<file path="src/rtl/mem_arbiter_pkg.sv">
// Shared definitions for the main-memory arbiter: state encoding, grant
// identifiers and the default block fill length.
package mem_arbiter_pkg;

    typedef enum logic [1:0] {
        IDLE   = 2'd0,
        FILL_I = 2'd1,
        FILL_D = 2'd2
    } arb_state_e;

    localparam logic GRANT_I = 1'b0;
    localparam logic GRANT_D = 1'b1;

    localparam int BLOCK_WORDS_DEF = 8;
    localparam int CNT_W           = 4;

endpackage

</file>
<file path="src/rtl/mem_arbiter_beat_counter.sv">
// Saturating beat counter: counts inc pulses up to limit, clears on clr.
module beat_counter
    import mem_arbiter_pkg::*;
(
    input  logic             clk,
    input  logic             rst,
    input  logic             clr,
    input  logic             inc,
    input  logic [CNT_W-1:0] limit,
    output logic             at_limit
);

    logic [CNT_W-1:0] count_r;

    // Count accepted beats; clear takes precedence, saturate at the limit.
    always_ff @(posedge clk or posedge rst) begin
        if (rst) begin
            count_r <= {CNT_W{1'b0}};
        end else if (clr) begin
            count_r <= {CNT_W{1'b0}};
        end else if (inc && !at_limit) begin
            count_r <= count_r + {{(CNT_W-1){1'b0}}, 1'b1};
        end else begin
            count_r <= count_r;
        end
    end

    assign at_limit = (count_r >= limit);

endmodule

</file>
<file path="src/rtl/mem_arbiter.sv">
// Main-memory arbiter between the I-cache and D-cache fill FSMs, with
// zero-latency D-cache write-through stores while no fill owns the memory.
module mem_arbiter
    import mem_arbiter_pkg::*;
#(
    parameter int BLOCK_WORDS = BLOCK_WORDS_DEF,
    parameter int D_PRIORITY  = 1
) (
    input  logic        clk,
    input  logic        rst,
    input  logic        i_busy,
    input  logic        i_read_req,
    input  logic [15:0] i_addr,
    input  logic        d_busy,
    input  logic        d_read_req,
    input  logic [15:0] d_addr,
    input  logic        d_wrt,
    input  logic [15:0] d_wdata,
    input  logic        mem_data_valid,
    output logic        mem_enable,
    output logic        mem_wr,
    output logic [15:0] mem_addr,
    output logic [15:0] mem_wdata,
    output logic        i_pause,
    output logic        d_pause,
    output logic        i_data_valid,
    output logic        d_data_valid,
    output logic        overrun_err
);

    localparam logic [CNT_W-1:0] LIMIT_C = CNT_W'(BLOCK_WORDS);

    arb_state_e state_r;
    logic       last_grant_r;
    logic       overrun_r;

    logic idle_s, fill_i_s, fill_d_s, fill_s;
    logic issue_full_s, ret_full_s;
    logic req_s, issue_inc_s, ret_inc_s, release_s, err_s;

    assign idle_s   = (state_r == IDLE);
    assign fill_i_s = (state_r == FILL_I);
    assign fill_d_s = (state_r == FILL_D);
    assign fill_s   = fill_i_s | fill_d_s;

    // Read request of whichever side currently owns the memory.
    assign req_s       = (fill_i_s & i_read_req) | (fill_d_s & d_read_req);
    assign issue_inc_s = req_s & ~issue_full_s;
    assign ret_inc_s   = fill_s & mem_data_valid & ~ret_full_s;
    assign release_s   = (fill_i_s & ~i_busy) | (fill_d_s & ~d_busy);

    // Overrun read, stray/excess return beat, or short fill.
    assign err_s = (req_s & issue_full_s)
                 | (mem_data_valid & (idle_s | (fill_s & ret_full_s)))
                 | (release_s & ~ret_full_s);

    beat_counter u_issue_cnt (
        .clk      (clk),
        .rst      (rst),
        .clr      (release_s),
        .inc      (issue_inc_s),
        .limit    (LIMIT_C),
        .at_limit (issue_full_s)
    );

    beat_counter u_ret_cnt (
        .clk      (clk),
        .rst      (rst),
        .clr      (release_s),
        .inc      (ret_inc_s),
        .limit    (LIMIT_C),
        .at_limit (ret_full_s)
    );

    // Ownership FSM: arbitrate in IDLE, hold a fill until its busy drops.
    always_ff @(posedge clk or posedge rst) begin
        if (rst) begin
            state_r      <= IDLE;
            last_grant_r <= GRANT_I;
            overrun_r    <= 1'b0;
        end else begin
            overrun_r <= overrun_r | err_s;
            case (state_r)
                IDLE: begin
                    if (d_busy && !i_busy) begin
                        state_r      <= FILL_D;
                        last_grant_r <= GRANT_D;
                    end else if (i_busy && !d_busy) begin
                        state_r      <= FILL_I;
                        last_grant_r <= GRANT_I;
                    end else if (i_busy && d_busy) begin
                        if ((D_PRIORITY == 1) || (last_grant_r == GRANT_I)) begin
                            state_r      <= FILL_D;
                            last_grant_r <= GRANT_D;
                        end else begin
                            state_r      <= FILL_I;
                            last_grant_r <= GRANT_I;
                        end
                    end else begin
                        state_r <= IDLE;
                    end
                end
                FILL_I: begin
                    if (!i_busy) begin
                        state_r <= IDLE;
                    end else begin
                        state_r <= FILL_I;
                    end
                end
                FILL_D: begin
                    if (!d_busy) begin
                        state_r <= IDLE;
                    end else begin
                        state_r <= FILL_D;
                    end
                end
                default: begin
                    state_r <= IDLE;
                end
            endcase
        end
    end

    // Memory port drive: stores in IDLE, owner's reads during a fill.
    always_comb begin
        mem_enable = 1'b0;
        mem_wr     = 1'b0;
        mem_addr   = 16'h0000;
        mem_wdata  = 16'h0000;
        case (state_r)
            IDLE: begin
                if (d_wrt) begin
                    mem_enable = 1'b1;
                    mem_wr     = 1'b1;
                    mem_addr   = d_addr;
                    mem_wdata  = d_wdata;
                end else begin
                    mem_enable = 1'b0;
                end
            end
            FILL_I: begin
                mem_enable = i_read_req & ~issue_full_s;
                mem_addr   = i_addr;
            end
            FILL_D: begin
                mem_enable = d_read_req & ~issue_full_s;
                mem_addr   = d_addr;
            end
            default: begin
                mem_enable = 1'b0;
            end
        endcase
        if (rst) begin
            mem_enable = 1'b0;
            mem_wr     = 1'b0;
            mem_addr   = 16'h0000;
            mem_wdata  = 16'h0000;
        end else begin
            mem_enable = mem_enable;
        end
    end

    // Pauses and return-beat steering; a return is dropped once the block is full.
    always_comb begin
        i_pause      = i_busy & ~fill_i_s;
        d_pause      = (d_busy & ~fill_d_s) | (d_wrt & fill_i_s);
        i_data_valid = mem_data_valid & fill_i_s & ~ret_full_s;
        d_data_valid = mem_data_valid & fill_d_s & ~ret_full_s;
        overrun_err  = overrun_r;
        if (rst) begin
            i_pause      = 1'b0;
            d_pause      = 1'b0;
            i_data_valid = 1'b0;
            d_data_valid = 1'b0;
            overrun_err  = 1'b0;
        end else begin
            i_pause = i_pause;
        end
    end

endmodule

</file>
<file path="config.mk">
export PLATFORM = sky130hd
export DESIGN_NAME = mem_arbiter
export DESIGN_NICKNAME = d
export VERILOG_FILES = /design/src/rtl/mem_arbiter_pkg.sv /design/src/rtl/mem_arbiter_beat_counter.sv /design/src/rtl/mem_arbiter.sv
export SDC_FILE = /design/constraint.sdc
export NUM_CORES = 1
export LEC_CHECK = 0
export BUFFER_PORTS_ARGS = -buffer_cell sky130_fd_sc_hd__buf_4
export CORE_MARGIN = 3
export CORE_UTILIZATION = 33
export CTS_CLUSTER_SIZE = 12
export DETAILED_ROUTE_END_ITERATION = 7
export PLACE_DENSITY_LB_ADDON = 0.1
export RECOVER_POWER = 50
export SYNTH_ARGS = -nofsm -noshare
export SYNTH_HDL_FRONTEND = slang
export SYNTH_SLANG_ARGS = --single-unit
</file>
<file path="constraint.sdc">
create_clock -name clk -period 1.3 [get_ports clk]
set_input_delay 0.13 -clock clk [delete_from_list [all_inputs] [get_ports clk]]
set_output_delay 0.13 -clock clk [all_outputs]
set_load 0.01 [all_outputs]
</file>
==> results.py <==
metrics = {
    "critical_path": {
        "critical_path.cell_chain": "buf_6 > ha_4 > mux2_4 > nand3b_1 > a21oi_2 > buf_4",
        "cp_num_buf_inv": 2,
        "worstPathArrival_ps": 1650,
        "reg2reg_slack_ps": -330,
        "worstSetupEndpointType": "primary output",
        "cpLargestDelayFamily": "flip-flops",
        "timing.rr.start": "state_r[1]$_DFF_PP0_",
        "crit_path_start_kind": "flip-flop",
        "critical-path-slowest-cell": "dfrtp_1",
        "crit_fanout": 5,
        "reg2reg_to": "u_issue_cnt.count_r[2]$_DFFE_PP0P_",
        "critPathMaxStageDelay_ps": 440,
        "worst-setup-path-type": "reg2out",
        "reg2reg_depth": 7,
        "crit_required_ps": 1170,
    },
    "sta": {
        "setup_viol": 47,
        "post-route-period-util": 1.37,
        "max_freq_ghz": 0.563,
        "fin_skew_ps": 5.89,
        "rsz0062_at_grt": "true",
        "worst_slew_pin_slew_ps": 604,
        "timing.final.ws_setup_ps": -477,
        "slew_headroom": 0.597,
        "period_needed_ps": 1780,
        "drv_slew": 0,
        "timing_hold_violations_final": 0,
    },
    "yosys": {
        "synth.yosys.warnings": 0,
        "syn_area_um2": 1040,
        "syn_nets": 197,
        "ys_async_sr_fraction": 1.00,
        "syn_inst": 133,
        "synth-edff-count": 0,
        "yosysTopAreaCell": "dfrtp_1",
        "synth-seq-area-share": 0.265,
        "ys.flop_type": "dfrtp_1",
        "synth_area_leaders": "dfrtp_1 27%, a22oi_1 12%, and2_1 10%, ha_1 9.7%, nor2_1 7.6%",
        "synth_common_cells": "21 x nor2_1, 17 x a22oi_1, 17 x and2_1",
        "synth.top_cell.area_share": 0.265,
        "synth.most_common_cell": "nor2_1",
        "yosysUniqueCellTypes": 32,
        "synth_area_per_cell_um2": 7.80,
        "synth_seq_cells": 11,
    },
    "drt": {
        "ant_nets": 0,
        "drc": 0,
        "drt_pass1_iterations": 5,
        "wire_per_inst_um": 17.3,
        "routed_wl_um": 4990,
        "drt_iter0_drc": 32,
        "routed_via_density": 5.31,
        "vias": 1535,
    },
    "min_path": {
        "hold_path_startpoint": "mem_data_valid",
        "worstHoldEndpoint": "overrun_r$_DFF_PP0_",
        "hold_class": "in2reg",
        "holdPathStages": 3,
    },
    "cts": {
        "cts_tree": "yes",
        "cts_root_buffer": "clkbuf_4",
        "cts_htree_levels": 1,
        "cts_buffers": 3,
        "clock_sinks": 11,
        "clk_latency_ps": 280,
        "clkTransAtPathRegs_ps": 80,
        "cts_max_path_buffers": 2,
    },
    "place": {
        "hpwl_um": 3250,
        "place_congestion": 0.782,
        "portBuffers": 94,
        "dp_cells": 273,
    },
    "global_route": {
        "grt_pass1_vias": 1449,
        "antenna_found_initial": 0,
        "track_usage": 0.229,
        "grt-ovfl-total": 0,
        "grt_max_degree": 17,
        "grt_pass1_wl_um": 6600,
    },
    "finish": {
        "seq_area_um2": 275,
        "n_antenna_cell": 0,
        "multiInputGateArea_um2": 1010,
        "fin_nets": 312,
        "area_growth_pct": 129,
        "fillerInstances": 163,
        "fin_util": 0.825,
        "final_cells": 289,
        "drive_gt1_frac": 0.745,
    },
    "pwr": {
        "peakVddDrop_v": 0.000789,
        "p_leak_nw": 1.13,
        "powerDensity_nw_per_um2": 916,
    },
    "floorplanning": {
        "dieWidth_um": 62.1,
        "ios": 95,
        "num_rows": 19,
        "die-area_um2": 3850,
        "start_util": 0.361,
        "dieHeight_um": 62.1,
        "coreArea_um2": 2880,
    },
    "flow_run": {
        "maxCapViolations": 0,
    },
    "status": {
        "status": "finished, violations left",
        "violations": "setup timing",
    },
}
## tightest hold or removal path, cell delays in order
cell and delay (ps):
buf_4 130, inv_1 50, o221ai_1 100
## how the worst max path moves through the flow
| stage | start | end | slack, ps | cells after the start |
|---|---|---|---|---|
| 2_1_floorplan | state_r[0]$_DFF_PP0_ | mem_addr[10] | -90 | 5 |
| 3_3_place_gp | state_r[1]$_DFF_PP0_ | d_pause | -140 | 6 |
| 3_5_place_dp | state_r[1]$_DFF_PP0_ | u_ret_cnt.count_r[2]$_DFFE_PP0P_ | -210 | 5 |
| 4_1_cts | state_r[1]$_DFF_PP0_ | mem_addr[5] | -400 | 6 |
| 5_1_grt | state_r[1]$_DFF_PP0_ | mem_addr[13] | -520 | 6 |
| 6_report | state_r[1]$_DFF_PP0_ | mem_enable | -480 | 6 |
## where the power goes
group / total [mW] / internal (mW) / switching, mW
sequential: 0.513 / 0.420 / 0.0929
combinational: 1.41 / 0.743 / 0.671
clock: 0.246 / 0.114 / 0.132
## cells by family (layout without fill, tap and decap cells)
logic type / count (synthesis) / count (layout) / synth area share
and+or+nand+nor: 57 / 59 / 0.294
AOI/OAI and AO/OA: 35 / 36 / 0.234
buffers and inverters: 18 / 129 / 0.0724
DFF: 11 / 11 / 0.265
adders and majority gates: 8 / 8 / 0.0965
xor gates and xnor gates: 2 / 2 / 0.0169
muxes: 2 / 2 / 0.0205
## layout by cell type (no fill, tap or decap), types with 2 or more instances in the layout
| master | count |
|---|---|
| inv_2 | 2 |
| and2_4 | 11 |
| o21ai_1 | 4 |
| ha_4 | 3 |
| nor2_4 | 3 |
| clkbuf_4 | 3 |
| inv_1 | 9 |
| a21o_4 | 2 |
| nand3b_1 | 3 |
| dfrtp_1 | 11 |
| buf_4 | 87 |
| a21oi_1 | 2 |
| buf_6 | 21 |
| ha_1 | 4 |
| nor2_2 | 14 |
| a22o_4 | 2 |
| a22oi_2 | 18 |
| nor3_1 | 2 |
| a21oi_2 | 6 |
| and2_1 | 6 |
| and4_1 | 2 |
| nor2_1 | 7 |
| or3_1 | 2 |
## metal layers
layer	GRT usage	wire length (µm)
met5	0	0
met4	0.0485	93
met3	0.0393	437
met2	0.453	2690
met1	0.250	1770
## area by class of cell
type                       instances  share of cell area
multi-input combinational        107               0.425
timing repair buffer             114               0.408
sequential                        11               0.116
tap                               42              0.0222
inverter                          11              0.0174
clock buffer                       3             0.00949
clock inverter                     1             0.00211
## what timing repair did
action	in CTS	in global routing
pin swaps	27	22
endpoints found under the hold margin	11	0
cloned	3	1
setup endpoints to repair	47	49
hold buffers	1	0
buffers inserted	6	1
resized for setup	50	21
## registers in the layout (all words and copies together), names as in the netlist
name / flops
overrun_r: 1
state_r: 2
u_issue_cnt.count_r: 4
u_ret_cnt.count_r: 4
## per-stage QoR
step / setup TNS (ps) / hold slack, ps / setup slack [ps] / total power, mW / cell area [µm²]
floorplan: -1390 / -72.3 / -88.3 / 1.11 / 1170
global placement: -4650 / 193 / -137 / 1.49 / 1950
detailed placement: -7570 / 194 / -208 / 1.54 / 1950
CTS: -14530 / 196 / -404 / 2.05 / 2280
global route: -20010 / 195 / -519 / 2.31 / 2370
finish: -17480 / 186 / -477 / 2.17 / 2370
Note: power is estimated with default switching activity, not from simulation.
